==> config.mk <==
export PLATFORM = sky130hd
export DESIGN_NAME = write_burst_sched_flat
export DESIGN_NICKNAME = d
export VERILOG_FILES = /design/src/rtl/write_burst_sched_if.sv /design/src/rtl/write_burst_sched.sv /design/src/flat_wrapper.sv
export SDC_FILE = /design/constraint.sdc
export NUM_CORES = 1
export LEC_CHECK = 0
export CORE_UTILIZATION = 24
export DETAILED_ROUTE_END_ITERATION = 12
export PLACE_DENSITY = 0.58
export SYNTH_ARGS = -nofsm -noshare
export SYNTH_HDL_FRONTEND = slang
export SYNTH_SLANG_ARGS = --single-unit
==> constraint.sdc <==
create_clock -name clock -period 3.5 [get_ports clock]
set_input_delay 0.875 -clock clock [delete_from_list [all_inputs] [get_ports clock]]
set_output_delay 0.875 -clock clock [all_outputs]
set_load 0.02 [all_outputs]
==> src/rtl/write_burst_sched_if.sv <==
// ----------------------------------------------------------------------------
// write_burst_sched_if
// Burst request handshake between the write burst scheduler and the AXI
// write master.
//   burst_req    : scheduler -> master, burst request (held until ack)
//   burst_len    : scheduler -> master, beats in the requested burst
//   burst_ack    : master -> scheduler, request accepted
//   burst_finish : master -> scheduler, 1-cycle pulse on last write response
// Modports:
//   master : scheduler side (drives the request)
//   slave  : AXI write master side (answers the request)
// ----------------------------------------------------------------------------
interface write_burst_sched_if #(
  parameter int LSIZE = 9
);
  logic             burst_req;
  logic [LSIZE-1:0] burst_len;
  logic             burst_ack;
  logic             burst_finish;

  modport master (
    output burst_req,
    output burst_len,
    input  burst_ack,
    input  burst_finish
  );

  modport slave (
    input  burst_req,
    input  burst_len,
    output burst_ack,
    output burst_finish
  );
endinterface

==> src/rtl/write_burst_sched.sv <==
// ----------------------------------------------------------------------------
// write_burst_sched
// Schedules AXI write bursts for one video frame. On an enabled frame start it
// reloads the line-length summer, then repeatedly waits until the write FIFO
// holds a full burst (normal length or the summer's tail length), requests it
// from the AXI write master and reports completion back to the summer. The
// frame ends when the summer reports no beats outstanding.
//
// Ports:
//   clock        in   single clock, rising edge
//   rst          in   synchronous active-high reset
//   enable       in   frame arming permitted
//   fsync        in   frame start pulse
//   fifo_count   in   AXI beats buffered in the write FIFO
//   tail_leave   in   frame still has beats outstanding
//   tail_status  in   next burst is the tail burst
//   tail_len     in   tail burst length
//   bus          --   burst request handshake (master modport)
//   burst_done   out  pulse: normal burst completed
//   tail_done    out  pulse: tail burst completed
//   frame_done   out  pulse: frame completed
//   frame_err    out  pulse: fsync arrived before frame completion
//   busy         out  state is not IDLE
//   burst_cnt    out  bursts completed in the current frame (saturating)
// ----------------------------------------------------------------------------
module write_burst_sched #(
  parameter int NOR_BURST_LEN = 200,
  parameter int LSIZE         = 9,
  parameter int FSIZE         = 12
) (
  input  logic                      clock,
  input  logic                      rst,
  input  logic                      enable,
  input  logic                      fsync,
  input  logic [FSIZE-1:0]          fifo_count,
  input  logic                      tail_leave,
  input  logic                      tail_status,
  input  logic [LSIZE-1:0]          tail_len,
  write_burst_sched_if.master       bus,
  output logic                      burst_done,
  output logic                      tail_done,
  output logic                      frame_done,
  output logic                      frame_err,
  output logic                      busy,
  output logic [15:0]               burst_cnt
);

  // Common width for the zero-extended FIFO level compare.
  localparam int CW = (FSIZE > LSIZE) ? FSIZE : LSIZE;

  typedef enum logic [2:0] {
    S_IDLE,
    S_ARM,
    S_WAIT_DATA,
    S_REQ,
    S_XFER,
    S_SETTLE,
    S_FRAME_END
  } state_t;

  state_t           r_state;
  logic             r_fsync_pend;
  logic             r_is_tail;
  logic             r_burst_req;
  logic [LSIZE-1:0] r_burst_len;
  logic             r_burst_done;
  logic             r_tail_done;
  logic             r_frame_done;
  logic             r_frame_err;
  logic             r_busy;
  logic [15:0]      r_burst_cnt;

  logic [LSIZE-1:0] w_sel_len;
  logic [CW-1:0]    w_fifo_ext;
  logic [CW-1:0]    w_sel_ext;
  logic             w_have_data;
  logic             w_tail_empty;

  assign w_sel_len    = tail_status ? tail_len : LSIZE'(NOR_BURST_LEN);
  assign w_fifo_ext   = CW'(fifo_count);
  assign w_sel_ext    = CW'(w_sel_len);
  assign w_have_data  = (w_fifo_ext >= w_sel_ext);
  assign w_tail_empty = tail_status && (tail_len == '0);

  always_ff @(posedge clock) begin
    if (rst) begin
      r_state      <= S_IDLE;
      r_fsync_pend <= 1'b0;
      r_is_tail    <= 1'b0;
      r_burst_req  <= 1'b0;
      r_burst_len  <= '0;
      r_burst_done <= 1'b0;
      r_tail_done  <= 1'b0;
      r_frame_done <= 1'b0;
      r_frame_err  <= 1'b0;
      r_busy       <= 1'b0;
      r_burst_cnt  <= '0;
    end else begin
      r_burst_done <= 1'b0;
      r_tail_done  <= 1'b0;
      r_frame_done <= 1'b0;
      r_frame_err  <= 1'b0;

      case (r_state)
        S_IDLE: begin
          if (fsync && enable) begin
            r_state     <= S_ARM;
            r_busy      <= 1'b1;
            r_burst_cnt <= '0;
          end
        end

        // One-cycle summer reload; a further fsync simply restarts it.
        S_ARM: begin
          r_burst_cnt <= '0;
          r_busy      <= 1'b1;
          r_state     <= fsync ? S_ARM : S_WAIT_DATA;
        end

        S_WAIT_DATA: begin
          if (fsync) begin
            r_frame_err <= 1'b1;
            r_burst_cnt <= '0;
            r_state     <= S_ARM;
          end else if (!tail_leave) begin
            r_state <= S_FRAME_END;
          end else if (w_tail_empty) begin
            // Zero-length tail: report it to the summer without a bus request.
            r_tail_done <= 1'b1;
            r_state     <= S_SETTLE;
          end else if (w_have_data) begin
            r_burst_len <= w_sel_len;
            r_is_tail   <= tail_status;
            r_burst_req <= 1'b1;
            r_state     <= S_REQ;
          end
        end

        S_REQ: begin
          if (fsync) begin
            r_fsync_pend <= 1'b1;
          end
          if (bus.burst_ack) begin
            r_burst_req <= 1'b0;
            r_state     <= S_XFER;
          end
        end

        // An fsync seen during the burst is deferred until the burst's last
        // response, then aborts the frame instead of reporting completion.
        S_XFER: begin
          if (bus.burst_finish) begin
            if (r_fsync_pend || fsync) begin
              r_frame_err  <= 1'b1;
              r_fsync_pend <= 1'b0;
              r_burst_cnt  <= '0;
              r_state      <= S_ARM;
            end else begin
              if (r_burst_cnt != 16'hFFFF) begin
                r_burst_cnt <= r_burst_cnt + 16'd1;
              end
              r_burst_done <= ~r_is_tail;
              r_tail_done  <= r_is_tail;
              r_state      <= S_SETTLE;
            end
          end else if (fsync) begin
            r_fsync_pend <= 1'b1;
          end
        end

        S_SETTLE: begin
          if (fsync) begin
            r_frame_err <= 1'b1;
            r_burst_cnt <= '0;
            r_state     <= S_ARM;
          end else begin
            r_state <= S_WAIT_DATA;
          end
        end

        // frame_done is issued on the way out so a colliding fsync can
        // replace it with frame_err.
        S_FRAME_END: begin
          if (fsync) begin
            r_frame_err <= 1'b1;
            r_burst_cnt <= '0;
            r_state     <= S_ARM;
          end else begin
            r_frame_done <= 1'b1;
            r_busy       <= 1'b0;
            r_state      <= S_IDLE;
          end
        end

        default: begin
          r_burst_req <= 1'b0;
          r_busy      <= 1'b0;
          r_state     <= S_IDLE;
        end
      endcase
    end
  end

  assign bus.burst_req = r_burst_req;
  assign bus.burst_len = r_burst_len;
  assign burst_done    = r_burst_done;
  assign tail_done     = r_tail_done;
  assign frame_done    = r_frame_done;
  assign frame_err     = r_frame_err;
  assign busy          = r_busy;
  assign burst_cnt     = r_burst_cnt;

endmodule

==> src/flat_wrapper.sv <==
// flat-port wrapper written by rule: the top's interface ports become plain ports
module write_burst_sched_flat 
#(
  parameter int NOR_BURST_LEN = 200,
  parameter int LSIZE         = 9,
  parameter int FSIZE         = 12
)
  (clock, rst, enable, fsync, fifo_count, tail_leave, tail_status, tail_len, burst_done, tail_done, frame_done, frame_err, busy, burst_cnt, bus_burst_req, bus_burst_len, bus_burst_ack, bus_burst_finish);
  write_burst_sched_if #(.LSIZE(LSIZE)) bus_i ();
  input  logic clock;
  input  logic rst;
  input  logic enable;
  input  logic fsync;
  input  logic [FSIZE-1:0] fifo_count;
  input  logic tail_leave;
  input  logic tail_status;
  input  logic [LSIZE-1:0] tail_len;
  output logic burst_done;
  output logic tail_done;
  output logic frame_done;
  output logic frame_err;
  output logic busy;
  output logic [15:0] burst_cnt;
  output wire logic [$bits(bus_i.burst_req)-1:0] bus_burst_req;
  output wire logic [$bits(bus_i.burst_len)-1:0] bus_burst_len;
  input wire logic [$bits(bus_i.burst_ack)-1:0] bus_burst_ack;
  input wire logic [$bits(bus_i.burst_finish)-1:0] bus_burst_finish;
  assign bus_burst_req = bus_i.burst_req;
  assign bus_burst_len = bus_i.burst_len;
  assign bus_i.burst_ack = bus_burst_ack;
  assign bus_i.burst_finish = bus_burst_finish;
  write_burst_sched #(.NOR_BURST_LEN(NOR_BURST_LEN), .LSIZE(LSIZE), .FSIZE(FSIZE)) u_core (.clock(clock), .rst(rst), .enable(enable), .fsync(fsync), .fifo_count(fifo_count), .tail_leave(tail_leave), .tail_status(tail_status), .tail_len(tail_len), .bus(bus_i), .burst_done(burst_done), .tail_done(tail_done), .frame_done(frame_done), .frame_err(frame_err), .busy(busy), .burst_cnt(burst_cnt));
endmodule
==> reports/results.txt, run 1 <==
Status: complete, no violations
Pleak: 0.000944 uW
Max cap viols: 0
Chip height: 95.9 um
Vias per cell: 5.18
Fin nets: 355
Mapped Area: 2120 um2
Reg-to-Reg Start: u_core.r_state[0]$_SDFFE_PP0P_
Synth top area cells: dfxtp_1 (34%), a21oi_1 (7.3%), ha_1 (5.9%), or3_1 (4.7%), nand2_1 (3.2%)
First-pass GRT wire length: 9510 um
CTS tree: yes
WS Path Type: in -> reg
IO Count: 60
Pre-antenna DRT Iters: 4
Vias in the first global route: 2007
Clock-pin slew on the worst setup and hold paths: 70 ps
Count leader, synth: dfxtp_1
DP Area: 2780 um2
Hold Crit Depth: 2
Initial drt markers: 98
Ys async rst share: 0%
Period utilization: 85.5%
Max Buffers Root-to-Sink: 2
Root Buffer: clkbuf_8
Slew headroom: 48.4%
Mean area per synthesized cell: 8.09 um2
Synth area leader: dfxtp_1
Rows: 33
Syn nets: 301
Skew final: 4.46 ps
Fin util: 34.3%
Final WL: 5710 um
RSZ-0062 raised after global routing: no
Worst flop-to-flop path endpoint: u_core.burst_cnt[6]$_SDFFE_PP0P_
Top cell type's share of synthesized area: 34.0%
Peak VDD IR: 0.164 mV
Largest net degree at the start of global routing: 26
Share of cells above drive strength 1: 5.68%
#FFs+latches synth: 36
Period minus WS final: 2990 ps
Die width: 95.9 um
Startpoint types: input pin
Latest clock arrival within the worst-skew pair: 290 ps
Max Slew Vio Count: 0
TritonCTS Buffers: 5
Hold Path End: u_core.bus.burst_len[2]$_SDFFE_PP0P_
Top post-synthesis cells by count: dfxtp_1 (36), a21oi_1 (31), nand2_1 (18)
Gr ovfl total: 0
Final WS setup: 508 ps
# diodes: 0
CP Capture Type: flip-flop
GP Congestion: 0.892
# resized after CTS: 0
Cell area after layout: 2870 um2
Layout area overhead: 35.7%
FMAX: 0.334 GHz
Critical Path RT: 3730 ps
Flop-to-flop setup slack: 1260 ps
Initial antenna violation count: 0
Core ar.: 8380 um2
Initial Util: 25.3%
CP arrival: 3220 ps
Slew @ Worst Pin: 773 ps
Primary FF master, synth: dfxtp_1
Drt wl/cell: 13.5 um
Worst Hold Class: reg -> reg
Detailed-route via count: 2184
Number of synthesized flops with an enable pin: 0
Unique cell type count in the Yosys netlist: 53
DP Wirelength: 4280 um
Die area: 9210 um2
Final ANT Viol Nets: 0
GRT Resource Usage Total: 13.4%
Worst slack, placed: 199 ps
Hold_sp: u_core.bus.burst_len[2]$_SDFFE_PP0P_
Setup total negative slack: 0 ps
Yosys Warn Count: 0
PortBufs: 59
Post-Synthesis Cells: 262
Crit path max fanout: 12
Hold_buf cts: 0
Endpoints failing setup: 0
Setup bufs post-CTS: 0
PD cells: 428 nW/um2
DRC Markers: 0
Sequential share of the synthesized area: 34.0%
Final Hold Vio Count: 0
H-tree levels: 2
Register-to-Register Path Depth: 5
CTS sink cnt: 36
==> routing by layer <==
metal	up-vias	track usage [%]	wire (um)
met5	-	0	0
met4	0	4.10	68
met3	8	3.71	442
met2	72	21.9	2520
met1	1020	17.0	2680
li1	1084	-	-
==> cell usage in the layout (no fill, tap or decap), types with 3 or more instances in the layout <==
cell type	n
and3_1	3
clkdlybuf4s50_1	59
nand3_1	11
nand2_1	18
o21ai_1	8
nor3_1	6
o211ai_1	4
inv_1	11
a31oi_1	3
buf_4	4
nand2b_1	5
nor2_1	14
a21oi_1	31
clkbuf_8	6
and2_1	3
a311oi_1	3
or4_1	3
or3_1	16
o31ai_1	3
o21ai_0	11
nor2b_1	3
nand4_1	4
dfxtp_1	36
ha_1	10
nor4_1	5
==> cell type report <==
cell class / instances / area, um2
Sequential cell: 36 / 721
Inverter: 11 / 41.3
Timing Repair Buffer: 63 / 621
Multi-Input combinational cell: 199 / 1270
Fill cell: 891 / 5510
Clock buffer: 8 / 90.1
Tap cell: 105 / 131
==> registers in the layout, summed over array words and instances (netlist names) <==
register,count
u_core.burst_cnt,16
u_core.bus.burst_len,9
u_core.r_state,3
u_core.burst_done,1
u_core.bus.burst_req,1
u_core.busy,1
u_core.frame_done,1
u_core.frame_err,1
u_core.r_fsync_pend,1
u_core.r_is_tail,1
u_core.tail_done,1
==> logic make-up after synthesis <==
| group | Yosys count | synth area share, % |
|---|---|---|
| xor+xnor | 3 | 1.24 |
| mux | 1 | 0.532 |
| flops | 36 | 34.0 |
| simple gates | 99 | 25.5 |
| compound gates | 86 | 26.8 |
| fa+ha+maj | 10 | 5.91 |
| buf+inv | 27 | 6.02 |
==> worst max path at each step <==
stage                start                                    to  slack [ps]  depth (start not counted)
2_1_floorplan  tail_status        u_core.r_state[0]$_SDFFE_PP0P_         730                          8
3_3_place_gp   tail_status  u_core.bus.burst_len[2]$_SDFFE_PP0P_         290                          9
3_5_place_dp   tail_status  u_core.bus.burst_len[2]$_SDFFE_PP0P_         200                          9
4_1_cts        tail_status  u_core.bus.burst_len[5]$_SDFFE_PP0P_         510                          9
5_1_grt        tail_status  u_core.bus.burst_len[2]$_SDFFE_PP0P_         310                          9
6_report       tail_status  u_core.bus.burst_len[8]$_SDFFE_PP0P_         510                          9
==> where the power goes <==
part	internal (uW)	total [uW]	switching, uW
clock network	161	312	151
logic	179	413	234
registers	435	504	68.4
==> per-stage QoR <==
stage	instances	power (uW)	hold slack, ps
after floorplan	262	834	412
after global routing	422	1320	518
after global placement	414	920	463
final	422	1230	488
after detailed placement	414	925	475
after CTS	422	1240	489
==> worst max-delay path, cell delays in order <==
cell             delay, ps
clkdlybuf4s50_1        470
buf_4                  150
nor2b_1                330
ha_1                   200
nand3_1                 90
a211o_1                250
o211a_1                320
or3_1                  390
a21oi_1                120
Note: power is estimated with default switching activity, not from simulation.
==> run 2: changes to the inputs <==
--- a/config.mk
+++ b/config.mk
@@ -5,9 +5,9 @@
 export SDC_FILE = /design/constraint.sdc
 export NUM_CORES = 1
 export LEC_CHECK = 0
-export CORE_UTILIZATION = 24
+export CAP_MARGIN = 20
+export CORE_UTILIZATION = 25
 export DETAILED_ROUTE_END_ITERATION = 12
-export PLACE_DENSITY = 0.58
 export SYNTH_ARGS = -nofsm -noshare
 export SYNTH_HDL_FRONTEND = slang
 export SYNTH_SLANG_ARGS = --single-unit
==> run 2 against run 1 <==
Compared with the run above:
- power up 6.5%
- clock power up 27%
- non-clock buffer count down 2
==> reports/results.txt, run 2 (synthesis results as in run 1) <==
Status: complete, no violations
Worst flop-to-flop path endpoint: u_core.burst_cnt[8]$_SDFFE_PP0P_
Post-route non-filler standard cell count: 420 (-0.47%)
CTS sink cnt: 36 (unchanged)
Placed cells: 412 (-0.48%)
Fillers: 862 (-3.3%)
Largest register FFs: 16 (unchanged)
Initial drt markers: 99 (+1.0%)
Hold Crit Depth: 1 (-1)
Period minus WS final: 3150 ps (+153 ps)
Final WS setup: 355 ps (-153 ps)
PD cells: 452 nW/um2 (+5.8%)
Hold_ws: 447 ps (-40.6 ps)
Share of cells above drive strength 1: 5.71% (+0.036 points)
Latest clock arrival within the worst-skew pair: 280 ps (about the same)
Crit path max fanout: 12 (unchanged)
Gr ovfl total: 0 (unchanged)
Slew @ Worst Pin: 738 ps (-35.0 ps)
Root Buffer: clkbuf_8
Initial antenna violation count: 0 (unchanged)
CTS tree: yes
Endpoints failing setup: 0 (unchanged)
IO Count: 60 (unchanged)
Worst Hold Class: reg -> reg
FMAX: 0.318 GHz (-4.9%)
Flop-to-flop setup slack: 1280 ps (+20 ps)
Core ar.: 8220 um2 (-2.0%)
Setup bufs post-CTS: 0 (unchanged)
DRC Markers: 0 (unchanged)
Pre-antenna DRT Iters: 4 (unchanged)
Hold Path End: u_core.burst_done$_SDFF_PP0_
Rows: 33 (unchanged)
Setup total negative slack: 0 ps (unchanged)
Peak VDD IR: 0.188 mV (+14%)
Startpoint types: input pin
Critical Path RT: 3720 ps (about the same)
Hold_buf cts: 0 (unchanged)
Final WL: 5440 um (-4.8%)
Fin util: 35.2% (+0.95 points)
Register-to-Register Path Depth: 5 (unchanged)
Slew headroom: 50.7% (+2.3 points)
Hold_sp: u_core.r_is_tail$_SDFFE_PP0P_
Largest net degree at the start of global routing: 26 (unchanged)
PortBufs: 59 (unchanged)
# resized after CTS: 0 (unchanged)
RSZ-0062 raised after global routing: no
Layout area overhead: 36.7%
Reg-to-Reg Start: u_core.r_state[0]$_SDFFE_PP0P_
WS Path Type: in -> reg
CP Capture Type: flip-flop
GP Congestion: 0.816 (-8.5%)
Vias in the first global route: 1980 (-1.3%)
Die area: 8850 um2 (-3.9%)
DP Wirelength: 4120 um (-3.8%)
Commonest non-fill, non-tap cell in the layout: clkdlybuf4s50_1
H-tree levels: 2 (unchanged)
First-pass GRT wire length: 9100 um (-4.3%)
Max Buffers Root-to-Sink: 2 (unchanged)
TritonCTS Buffers: 5 (unchanged)
CP arrival: 3360 ps (+140 ps)
Max cap viols: 0 (unchanged)
Chip height: 94.1 um (-2.0%)
Final ANT Viol Nets: 0 (unchanged)
Clock-pin slew on the worst setup and hold paths: 70 ps (about the same)
Skew final: 4.10 ps (-0.360 ps)
# diodes: 0 (unchanged)
GRT Resource Usage Total: 12.7% (-0.62 points)
Initial Util: 25.8% (+0.51 points)
Fin nets: 353 (-0.56%)
Detailed-route via count: 2096 (-4.0%)
Most frequent cells in the layout: clkdlybuf4s50_1 (59), dfxtp_1 (36), a21oi_1 (31)
Drt wl/cell: 12.9 um (-4.4%)
Die width: 94.1 um (-2.0%)
Final Hold Vio Count: 0 (unchanged)
Period utilization: 89.9% (+4.4 points)
Worst slack, placed: 124 ps (-75.4 ps)
Vias per cell: 4.99 (-3.6%)
Pleak: 0.000953 uW (+0.95%)
Max Slew Vio Count: 0 (unchanged)
==> run 2: cell types whose count changed in the layout (fill, tap and decap cells not counted) <==
cell       change
bufinv_16      +1
clkbuf_8       +1
buf_4          -2
clkbuf_1       -2
==> run 2: per-stage QoR <==
step           instance area [um2]  power (uW)
3_5_place_dp                  2770         922
2_1_floorplan                 2120         834
3_3_place_gp                  2770         916
4_1_cts                       2900        1330
5_1_grt                       2900        1390
6_report                      2900        1310
==> run 2: metal layers <==
layer	GRT usage [%]	part of all wire, %
met1	17.2	49
met5	0	0
met2	20.8	45
met4	2.31	0.35
met3	2.83	4.7
==> run 2: power breakdown <==
part | total, uW | internal (uW) | switching [uW]
Sequential | 503 | 435 | 68.0
Combinational | 409 | 177 | 232
Clock | 397 | 251 | 145
==> run 2: how the worst max path moves through the flow <==
stage	startpoint	end	slack, ps	cells past startpoint
final	tail_status	u_core.bus.burst_len[1]$_SDFFE_PP0P_	350	8
after global routing	tail_status	u_core.bus.burst_len[5]$_SDFFE_PP0P_	150	8
after CTS	tail_status	u_core.bus.burst_len[0]$_SDFFE_PP0P_	420	8
after detailed placement	tail_status	u_core.bus.burst_len[0]$_SDFFE_PP0P_	120	8
after global placement	tail_status	u_core.bus.burst_len[5]$_SDFFE_PP0P_	230	8
after floorplan	tail_status	u_core.r_state[0]$_SDFFE_PP0P_	730	8
==> run 2: worst max-delay path: stages <==
cell	delay, ps
clkdlybuf4s50_1	640
and2_1	210
ha_1	220
nand2b_1	130
a2111oi_0	580
o211a_1	420
o21ai_0	130
a21oi_1	150
==> run 2: final cells by class <==
class / instances / area (um2) / share of cell area (%)
well taps: 105 / 131 / 4.54
repair buffers: 61 / 606 / 20.9
flip-flops and latches: 36 / 721 / 24.9
multi-input cells: 199 / 1270 / 43.9
inverters: 11 / 41.3 / 1.43
clock buffers: 7 / 96.3 / 3.33
clock inverters: 1 / 30.0 / 1.04
==> run 3: changes to the inputs <==
--- a/config.mk
+++ b/config.mk
@@ -6,8 +6,10 @@
 export NUM_CORES = 1
 export LEC_CHECK = 0
 export CAP_MARGIN = 20
-export CORE_UTILIZATION = 25
+export CORE_UTILIZATION = 51
 export DETAILED_ROUTE_END_ITERATION = 12
+export GPL_ROUTABILITY_DRIVEN = 0
+export PLACE_DENSITY = 0.85
 export SYNTH_ARGS = -nofsm -noshare
 export SYNTH_HDL_FRONTEND = slang
 export SYNTH_SLANG_ARGS = --single-unit
==> constraint.sdc (replaced) <==
create_clock -name clock -period 3.8 [get_ports clock]
set_input_delay 0.95 -clock clock [delete_from_list [all_inputs] [get_ports clock]]
set_output_delay 0.95 -clock clock [all_outputs]
set_load 0.02 [all_outputs]
==> run 3 against run 2 <==
Compared with the run above:
- the flow now finishes with violations (DRC)
- first-iteration DRC count grew 95%
- non-clock buffer count shrank 1
- flip-flop and latch count unchanged
- die area shrank 50%
- power is 15% lower
- critical endpoint is now u_core.r_state[0]$_SDFFE_PP0P_
- critical path type unchanged
==> reports/results.txt, run 3 (synthesis results as in run 1) <==
Status: complete, but fails checks
Violated checks: DRC
Final ANT Viol Nets: 0 (unchanged)
TritonCTS Buffers: 5 (unchanged)
Peak VDD IR: 0.264 mV (+41%)
Final Hold Vio Count: 0 (unchanged)
Period minus WS final: 3380 ps
Largest net degree at the start of global routing: 26 (unchanged)
Hold_sp: u_core.r_is_tail$_SDFFE_PP0P_
Crit. Startpoint: tail_status
Pre-antenna DRT Iters: 9 (+5)
Crit path max fanout: 10 (-2)
Drt wl/cell: 14.0 um (+8.3%)
Latest clock arrival within the worst-skew pair: 290 ps (about the same)
Worst Hold Class: reg -> reg
Startpoint types: input pin
Multi-input logic area: 1270 um2 (unchanged)
IO Count: 60 (unchanged)
Setup bufs post-CTS: 0 (unchanged)
Fin util: 69.5% (+34 points)
Fillers: 348 (-60%)
# diodes: 0 (unchanged)
Die area: 4410 um2 (-50%)
Vias per cell: 5.91 (+18%)
Initial drt markers: 193 (+95%)
Detailed-route via count: 2150 (+2.6%)
Reg-to-Reg Start: u_core.r_state[0]$_SDFFE_PP0P_
Slew headroom: 51.4% (+0.63 points)
Skew final: 8.30 ps (+4.21 ps)
Die width: 66.4 um (-29%)
Pleak: 0.000932 uW (-2.2%)
Commonest non-fill, non-tap cell in the layout: clkdlybuf4s50_1
Layout area overhead: 31.2%
CTS tree: yes
Rows: 23 (-30%)
First-pass GRT wire length: 8660 um (-4.9%)
Register area: 721 um2 (unchanged)
Most frequent cells in the layout: clkdlybuf4s50_1 (59), dfxtp_1 (36), a21oi_1 (31)
DRC Markers: 2 (+2)
Slew @ Worst Pin: 726 ps (-11.6 ps)
Endpoints failing setup: 0 (unchanged)
Setup total negative slack: 0 ps (unchanged)
Initial antenna violation count: 0 (unchanged)
WS Path Type: in -> reg
Initial Util: 53.0% (+27 points)
GRT Resource Usage Total: 26.0% (+13 points)
Max cap viols: 0 (unchanged)
Final WL: 5100 um (-6.1%)
RSZ-0062 raised after global routing: no
Fin nets: 352 (-0.28%)
DP Wirelength: 3770 um (-8.5%)
FMAX: 0.296 GHz
Hold_buf cts: 0 (unchanged)
Vias in the first global route: 1937 (-2.2%)
PD cells: 399 nW/um2 (-12%)
Gr ovfl total: 0 (unchanged)
CTS sink cnt: 36 (unchanged)
Max Buffers Root-to-Sink: 2 (unchanged)
Critical Path RT: 3980 ps (+260 ps)
Period utilization: 88.9%
CP Capture Type: flip-flop
# resized after CTS: 0 (unchanged)
PortBufs: 59 (unchanged)
Core ar.: 4000 um2 (-51%)
Max Slew Vio Count: 0 (unchanged)
CP arrival: 3560 ps (+200 ps)
Chip height: 66.4 um (-29%)
Share of cells above drive strength 1: 5.41% (-0.30 points)
H-tree levels: 2 (unchanged)
Clock-pin slew on the worst setup and hold paths: 80 ps (about the same)
Root Buffer: clkbuf_8
Largest register FFs: 16 (unchanged)
-- run 3: cell types whose count changed in the layout (fill, tap and decap cells not counted), sizes merged --
cell	change
bufinv	-1
clkbuf	-2
clkinv	+3
buf	-1
-- run 3: through the flow --
step / power [uW] / instances / instance area [um2] / hold WS [ps] / setup slack [ps]
6_report: 1110 / 364 / 2780 / 474 / 422
5_1_grt: 1190 / 364 / 2780 / 498 / 225
4_1_cts: 1110 / 364 / 2780 / 477 / 491
3_5_place_dp: 841 / 356 / 2690 / 469 / 193
3_3_place_gp: 833 / 356 / 2690 / 464 / 330
2_1_floorplan: 768 / 262 / 2120 / 412 / 957
-- run 3: cell type report --
type	instances	area share (%)
multi-input combinational	199	45.7
clock inverter	3	0.675
clock buffer	5	2.48
sequential	36	25.9
tap	50	2.25
timing repair buffer	60	21.5
inverter	11	1.49
-- run 3: per-layer routing --
layer  global-route usage, %  up-vias  share of wire (%)  routed length (um)
met3                    6.55        7                5.2                 267
met1                    31.0      999                 45                2290
met4                    9.84        0                1.5                  74
met2                    44.3       63                 48                2470
li1                        -     1081                  -                   -
met5                       0        -                  0                   0
-- run 3: where the power goes --
group | switching (uW) | internal (uW)
clock network | 145 | 128
logic | 211 | 163
registers | 62.2 | 401
-- run 3: final timing paths --
path	depth (start not counted)	to	slack, ps
worst max-delay path	8	u_core.r_state[0]$_SDFFE_PP0P_	420
worst min-delay path	1	u_core.burst_done$_SDFF_PP0_	470
worst max register to register	5	u_core.burst_cnt[8]$_SDFFE_PP0P_	1560
worst min register to register	1	u_core.burst_done$_SDFF_PP0_	470
-- run 3: worst max-delay path, cell delays in order --
cell and delay, ps:
clkdlybuf4s50_1 640, and2_1 230, ha_1 240, nand2b_1 150, a2111oi_0 560, o211ai_1 430
o211ai_1 280, nand2_1 80
